<file path="src/rtl/pattern_tx_pkg.sv">
// Shared constants for the serial pattern transmitter.
// Holds the one-hot state encodings and the 01010101 test pattern.
package pattern_tx_pkg;

    // One-hot state encodings.
    localparam logic [2:0] TX_IDLE  = 3'b001;
    localparam logic [2:0] TX_SHIFT = 3'b010;
    localparam logic [2:0] TX_DONE  = 3'b100;

    typedef enum logic [2:0] {
        ST_IDLE  = TX_IDLE,
        ST_SHIFT = TX_SHIFT,
        ST_DONE  = TX_DONE
    } tx_state_e;

    // Pattern the downstream Moore detector looks for.
    localparam logic [7:0] PAT_0101 = 8'b01010101;

endpackage

</file>
<file path="src/rtl/pattern_tx_piso_shift.sv">
// Parallel-load, left-shifting register for pattern_tx.
// Ports: clk, rst (sync, active high), ld (load pdata), sh (shift left),
//        pdata (parallel word), nxt (bit that follows the current MSB).
module piso_shift #(
    parameter int WIDTH = 8
) (
    input  logic             clk,
    input  logic             rst,
    input  logic             ld,
    input  logic             sh,
    input  logic [WIDTH-1:0] pdata,
    output logic             nxt
);

    logic [WIDTH-1:0] q_q;
    logic [WIDTH-1:0] q_d;

    // Load wins over shift; zeros fill from the LSB side.
    always_comb begin
        q_d = q_q;
        if (ld) begin
            q_d = pdata;
        end else if (sh) begin
            q_d = q_q << 1;
        end
    end

    always_ff @(posedge clk) begin
        if (rst) begin
            q_q <= '0;
        end else begin
            q_q <= q_d;
        end
    end

    // The MSB is already on the line; the owner wants the one after it.
    assign nxt = q_q[WIDTH-2];

endmodule

</file>
<file path="src/rtl/pattern_tx.sv">
// Serial pattern transmitter: captures a word and shifts it out MSB-first,
// optionally repeating it back-to-back, then pulses done for one cycle.
// Ports: clk, rst (sync, active high), load/data/rpt (start request),
//        ready (idle), busy (bits on line), dout (registered serial), done.
module pattern_tx
    import pattern_tx_pkg::*;
#(
    parameter int   WIDTH    = 8,
    parameter int   REP_W    = 4,
    parameter logic IDLE_BIT = 1'b1
) (
    input  logic             clk,
    input  logic             rst,
    input  logic             load,
    input  logic [WIDTH-1:0] data,
    input  logic [REP_W-1:0] rpt,
    output logic             ready,
    output logic             busy,
    output logic             dout,
    output logic             done
);

    localparam int BCW = $clog2(WIDTH);
    localparam logic [BCW-1:0] BC_LAST = BCW'(WIDTH - 1);

    tx_state_e        state_q;
    tx_state_e        state_d;
    logic             dout_q;
    logic             dout_d;
    logic [WIDTH-1:0] hold_q;
    logic [WIDTH-1:0] hold_d;
    logic [BCW-1:0]   bit_cnt_q;
    logic [BCW-1:0]   bit_cnt_d;
    logic [REP_W-1:0] rep_cnt_q;
    logic [REP_W-1:0] rep_cnt_d;

    logic             sh_ld;
    logic             sh_en;
    logic [WIDTH-1:0] sh_pdata;
    logic             sh_nxt;

    piso_shift #(
        .WIDTH (WIDTH)
    ) u_piso (
        .clk   (clk),
        .rst   (rst),
        .ld    (sh_ld),
        .sh    (sh_en),
        .pdata (sh_pdata),
        .nxt   (sh_nxt)
    );

    always_comb begin
        state_d   = state_q;
        dout_d    = IDLE_BIT;
        hold_d    = hold_q;
        bit_cnt_d = bit_cnt_q;
        rep_cnt_d = rep_cnt_q;
        sh_ld     = 1'b0;
        sh_en     = 1'b0;
        sh_pdata  = data;

        unique case (state_q)
            ST_IDLE: begin
                if (load) begin
                    state_d   = ST_SHIFT;
                    hold_d    = data;
                    rep_cnt_d = rpt;
                    bit_cnt_d = BC_LAST;
                    sh_ld     = 1'b1;
                    // First bit goes out on the same edge as capture.
                    dout_d    = data[WIDTH-1];
                end
            end
            ST_SHIFT: begin
                if (bit_cnt_q != '0) begin
                    sh_en     = 1'b1;
                    bit_cnt_d = bit_cnt_q - 1'b1;
                    dout_d    = sh_nxt;
                end else if (rep_cnt_q != '0) begin
                    // Next copy starts without an idle bit in between.
                    sh_ld     = 1'b1;
                    sh_pdata  = hold_q;
                    rep_cnt_d = rep_cnt_q - 1'b1;
                    bit_cnt_d = BC_LAST;
                    dout_d    = hold_q[WIDTH-1];
                end else begin
                    state_d   = ST_DONE;
                    dout_d    = IDLE_BIT;
                end
            end
            ST_DONE: begin
                state_d = ST_IDLE;
            end
            default: begin
                state_d = ST_IDLE;
            end
        endcase
    end

    always_ff @(posedge clk) begin
        if (rst) begin
            state_q   <= ST_IDLE;
            dout_q    <= IDLE_BIT;
            hold_q    <= '0;
            bit_cnt_q <= '0;
            rep_cnt_q <= '0;
        end else begin
            state_q   <= state_d;
            dout_q    <= dout_d;
            hold_q    <= hold_d;
            bit_cnt_q <= bit_cnt_d;
            rep_cnt_q <= rep_cnt_d;
        end
    end

    assign ready = (state_q == ST_IDLE);
    assign busy  = (state_q == ST_SHIFT);
    assign done  = (state_q == ST_DONE);
    assign dout  = dout_q;

endmodule

</file>
<file path="config.mk">
export PLATFORM = sky130hd
export DESIGN_NAME = pattern_tx
export DESIGN_NICKNAME = d
export VERILOG_FILES = /design/src/rtl/pattern_tx_pkg.sv /design/src/rtl/pattern_tx_piso_shift.sv /design/src/rtl/pattern_tx.sv
export SDC_FILE = /design/constraint.sdc
export NUM_CORES = 1
export LEC_CHECK = 0
export ABC_AREA = 1
export CORE_MARGIN = 3
export CORE_UTILIZATION = 50
export CTS_CLUSTER_SIZE = 16
export DETAILED_ROUTE_END_ITERATION = 16
export GPL_TIMING_DRIVEN = 0
export PLACE_DENSITY = 0.84
export SKIP_CTS_REPAIR_TIMING = 1
export SLEW_MARGIN = 20
export SYNTH_ARGS = -nofsm -noshare
export SYNTH_HDL_FRONTEND = slang
export SYNTH_SLANG_ARGS = --single-unit
</file>
<file path="constraint.sdc">
create_clock -name clk -period 2 [get_ports clk]
set_input_delay 0.2 -clock clk [delete_from_list [all_inputs] [get_ports clk]]
set_output_delay 0.2 -clock clk [all_outputs]
set_load 0.1 [all_outputs]
</file>
Yosys cells after proc, flatten, opt, wreduce, memory -nomap -nowiden
Index checks and enable logic that the tools add are counted.
{"block": "classes", "n_addsub": 2, "eq_ne": 8, "muxes": 27, "reduce_logical": 8}
{"operator": "$mux W7", "n": 5}
{"operator": "$mux W3", "n": 6}
{"operator": "$mux W4", "n": 3}
{"operator": "$pmux W3 S2", "n": 2}
{"operator": "$mux W1", "n": 8}
{"operator": "$pmux W4 S2", "n": 1}
{"operator": "$ne A2 B2 Y1 const B", "n": 3}
{"operator": "$reduce_and A3 Y1", "n": 2}
{"operator": "$pmux W1 S2", "n": 2}
{"operator": "$reduce_and A4 Y1", "n": 1}
{"operator": "$reduce_bool A2 Y1", "n": 2}
{"operator": "$reduce_bool A4 Y1", "n": 1}
{"operator": "$sub A4 B1 Y4 const B", "n": 1}
{"operator": "$eq A3 B1 Y1 const B", "n": 1}
{"operator": "$eq A3 B2 Y1 const B", "n": 1}
{"operator": "$eq A3 B3 Y1 const B", "n": 1}
{"operator": "$ne A3 B1 Y1 const B", "n": 1}
{"operator": "$reduce_bool A3 Y1", "n": 1}
{"operator": "$sub A3 B1 Y3 const B", "n": 1}
{"operator": "$ne A2 B1 Y1 const B", "n": 1}
{"operator": "$reduce_and A2 Y1", "n": 1}
{"block": "word_totals", "regBits": 26}

Logic depth before layout (Yosys ltp)
{"block": "logic_depth", "ltp_word": 5, "mapped_depth": 11}

Cells and area by module
A second synthesis with hierarchy kept.
{"block": "hier_totals", "cells_unflattened": 208, "hier_area_um2": 1451.4}
{"module": "pattern_tx", "instances": 1, "cells_each": 156, "area_per_inst_um2": 1113.6, "seq_area_each_um2": 380.4}
{"module": "piso_shift", "instances": 1, "cells_each": 52, "area_per_inst_um2": 337.8, "seq_area_each_um2": 140.1}

Worst setup path after synthesis
OpenSTA, ideal clock, no wires.
{"block": "synth_timing", "kind": "reg2out", "startpoint": "register state_q[2]", "endpoint": "output done", "arrival_ns": 2.572, "t_required_ns": 1.800, "setup_slack_ns": -0.772, "path_stages_with_launch": 3, "cell_sequence": "dfxtp_1 -> inv_1 -> nor3_1"}
{"block": "synth_between", "elab_chain_len": 1}
{"element": "from (decl)", "line": "pattern_tx.sv:26", "source": "tx_state_e state_q;"}
{"element": "from (signal assigned)", "line": "pattern_tx.sv:109", "source": "state_q <= state_d;"}
{"element": "$eq A3 B3 Y1", "line": "pattern_tx.sv:119", "source": "assign done = (state_q == ST_DONE);"}
{"element": "to (decl)", "line": "pattern_tx.sv:20", "source": "output logic done"}
No other way between the ends.

Worst setup path in the final report
{"block": "layout_timing", "startpoint": "register state_q[1]", "endpoint": "output busy"}
{"block": "layout_between", "elab_chain_len": 1}
{"element": "$eq A3 B2 Y1", "line": "pattern_tx.sv:118", "source": "assign busy = (state_q == ST_SHIFT);"}
{"element": "to (decl)", "line": "pattern_tx.sv:18", "source": "output logic busy,"}
No other way between the ends.

==> flow_metrics.env <==
export IMPL_reg2regPathDepth=8
export IMPL_grt_overflow_total=0
export IMPL_port_buffers=18
export IMPL_viasPerCell=5.01
export IMPL_root_buffer="clkbuf_4"
export IMPL_diodes=0
export IMPL_post_dp_cell_area_um2=1570
export IMPL_p_leak_nw=0.715
export IMPL_dr_pass1_iters=4
export IMPL_whs_path_depth=3
export IMPL_cp_arrival_ns=1.70
export IMPL_drc_errors=0
export IMPL_ios=19
export IMPL_skew_ns=0.00906
export IMPL_yosys_top_cells_count="nand2_1 (41), nor2_1 (35), dfxtp_1 (26)"
export IMPL_synthesis_nets=216
export IMPL_fin_crit_sh=0.952
export IMPL_track_usage=0.188
export IMPL_maxCapViolCount=0
export IMPL_antenna_left=0
export IMPL_dieArea_um2=3320
export IMPL_relSlewSlack=0.360
export IMPL_ys_async_sr_fraction=0
export IMPL_finalSetupViolCount=0
export IMPL_p_int_w=0.000827
export IMPL_cp_max_fo=10
export IMPL_yosysWarnings=0
export IMPL_worstSetupPathType="register to output port"
export IMPL_hold_path_startpoint="data[3]"
export IMPL_avgRoutedWirePerCell_um=11.5
export IMPL_synth_edf_count=0
export IMPL_drive_gt1_frac=0.100
export IMPL_clk_latency_ns=0.32
export IMPL_p_switching_w=0.000451
export IMPL_layout_nets=239
export IMPL_required_ns=1.80
export IMPL_ys_types=24
export IMPL_power_frac_clock=0.210
export IMPL_worst_setup_path_end_kind="output port"
export IMPL_grt_pass1_vias=1134
export IMPL_rsz0062_at_grt="no"
export IMPL_p_sw_frac=0.353
export IMPL_clock_path_buffers=2
export IMPL_die_h_um=57.6
export IMPL_hp_class="input pin to register"
export IMPL_dpl_hpwl_mm=2.11
export IMPL_finalCriticalPeriod_ns=1.90
export IMPL_gp_congestion=0.823
export IMPL_synth_seq_cells=26
export IMPL_synth_top_area_share=0.391
export IMPL_cp_slowest_stage_delay_ns=0.48
export IMPL_crit_chain="nand2_1, nor2_4, buf_4, buf_2"
export IMPL_rrSetupSlack_ns=0.24
export IMPL_synthCells=198
export IMPL_slew_violations=0
export IMPL_coreArea_um2=2500
export IMPL_yosysMostFrequentCell="nand2_1"
export IMPL_grt_start_max_net_pins=15
export IMPL_peakVddDrop_v=0.000577
export IMPL_cts_tree="yes"
export IMPL_synth_avg_cell_area_um2=6.73
export IMPL_htree_levels=1
export IMPL_netlist_top_cells_area="dfxtp_1 (39%), nand2_1 (12%), nor2_1 (9.9%), inv_1 (6.8%), nand3_1 (4.9%)"
export IMPL_start_kind="register"
export IMPL_seq_area_frac_synth=0.391
export IMPL_p_per_area_nw_per_um2=802
export IMPL_critPathSlowestCell="dfxtp_1"
export IMPL_syn_area_um2=1330
export IMPL_timing_rr_start="rep_cnt_q[0]"
export IMPL_nFillCells=229
export IMPL_clk_pin_slew_ns=0.15
export IMPL_clock_sinks=26
export IMPL_hold_end="hold_q[3]"
export IMPL_vias=1252
export IMPL_seqPwrFrac=0.477
export IMPL_fin_util=0.638
export IMPL_wl_mm=2.86
export IMPL_status="finished clean"
export IMPL_timing_rr_end="u_piso.q_q[1]"
export IMPL_ys_flop_type="dfxtp_1"
export IMPL_die_width_um=57.6
export IMPL_hold_violations=0
export IMPL_grt_pass1_wl_mm=4.91
export IMPL_rows=18
export IMPL_worstMarginPinSlew_ns=0.959
export IMPL_final_cell_area_um2=1590
export IMPL_drt_initial_drc_count=47
export IMPL_cts_made_buffers=3
export IMPL_start_util=0.533
export IMPL_syn_to_final_growth_pct=19.6
export IMPL_antenna_found_initial=0
export IMPL_p_comb_frac=0.313
export IMPL_synth_top_area_cell="dfxtp_1"
export IMPL_max_freq_mhz=525
[kinds of logic (layout without fill, tap and decap cells)]
family | after synthesis | in the layout | share of synthesized area
compound gates | 29 | 29 | 0.111
xor+xnor | 1 | 1 | 0.00657
fa+ha+maj | 3 | 3 | 0.0282
buf+inv | 31 | 53 | 0.0986
flops | 26 | 26 | 0.391
simple gates | 108 | 108 | 0.365
[area by class of cell]
class | instances | area (um2) | area share
inverter | 24 | 90.1 | 0.0565
sequential | 26 | 522 | 0.327
clock buffer | 4 | 36.3 | 0.0228
tap | 30 | 37.5 | 0.0235
multi-input combinational | 141 | 693 | 0.435
timing repair buffer | 18 | 168 | 0.105
buffer | 7 | 47.5 | 0.0298
[metrics by stage]
| stage | hold WS, ns | instances | setup slack, ns | TNS [ns] | total power [W] |
|---|---|---|---|---|---|
| 6_report | 0.431 | 250 | 0.0950 | 0 | 0.00128 |
| 5_1_grt | 0.460 | 250 | 0.00706 | 0 | 0.00137 |
| 4_1_cts | 0.436 | 250 | -0.614 | -1.36 | 0.00129 |
| 3_5_place_dp | 0.455 | 246 | -0.241 | -0.274 | 0.00103 |
| 3_3_place_gp | 0.448 | 246 | -0.241 | -0.261 | 0.00102 |
| 2_1_floorplan | 0.279 | 198 | 0.0127 | 0 | 0.000917 |
[state kept, by name, summed over array words and instances (netlist names)]
name / count
bit_cnt_q: 3
dout: 1
hold_q: 8
rep_cnt_q: 4
state_q: 3
u_piso.q_q: 7
[worst max-delay path: cells and delay by family, from the launching register on]
family / cells / cell delay, ns
buf+inv: 2 / 0.64
flops: 1 / 0.48
simple gates: 2 / 0.27
[routing by layer]
layer,vias up,routed length [um],track usage
li1,683,-,-
met1,543,1390,0.261
met2,24,1310,0.306
met3,2,146,0.0245
met4,0,12,0.0530
met5,-,0,0
[power groups by stage]
stage | Clock [W] | Sequential, W | Combinational (W)
floorplan | 0 | 0.000631 | 0.000287
global placement | 0 | 0.000620 | 0.000398
detailed placement | 0 | 0.000621 | 0.000404
CTS | 0.000271 | 0.000610 | 0.000405
global route | 0.000300 | 0.000616 | 0.000458
finish | 0.000268 | 0.000610 | 0.000400
[how the worst max path moves through the flow]
stage,start,to,slack (ns),cells after the start
2_1_floorplan,state_q[0],u_piso.q_q[5],0.01,8
3_3_place_gp,state_q[1],busy,-0.24,4
3_5_place_dp,state_q[1],busy,-0.24,4
4_1_cts,state_q[1],busy,-0.61,4
5_1_grt,state_q[1],busy,0.007,4
6_report,state_q[1],busy,0.1,4
[cells in the final DEF (no fill, tap or decap), types with 2 or more instances in the layout]
master | synthesis | final
a21oi_1 | 10 | 10
nor2_1 | 35 | 35
nand3b_1 | 2 | 2
clkdlybuf4s50_1 | 0 | 14
buf_2 | 3 | 3
nand3_1 | 13 | 13
nand2_1 | 41 | 40
nand2_2 | 2 | 2
buf_6 | 1 | 2
clkbuf_2 | 0 | 2
o21ai_0 | 10 | 10
o21ai_1 | 8 | 8
nand4_1 | 8 | 8
clkbuf_4 | 0 | 3
nor3_1 | 3 | 2
ha_1 | 3 | 3
dfxtp_1 | 26 | 25
inv_1 | 24 | 23
Note: power is estimated with default switching activity, not from simulation.
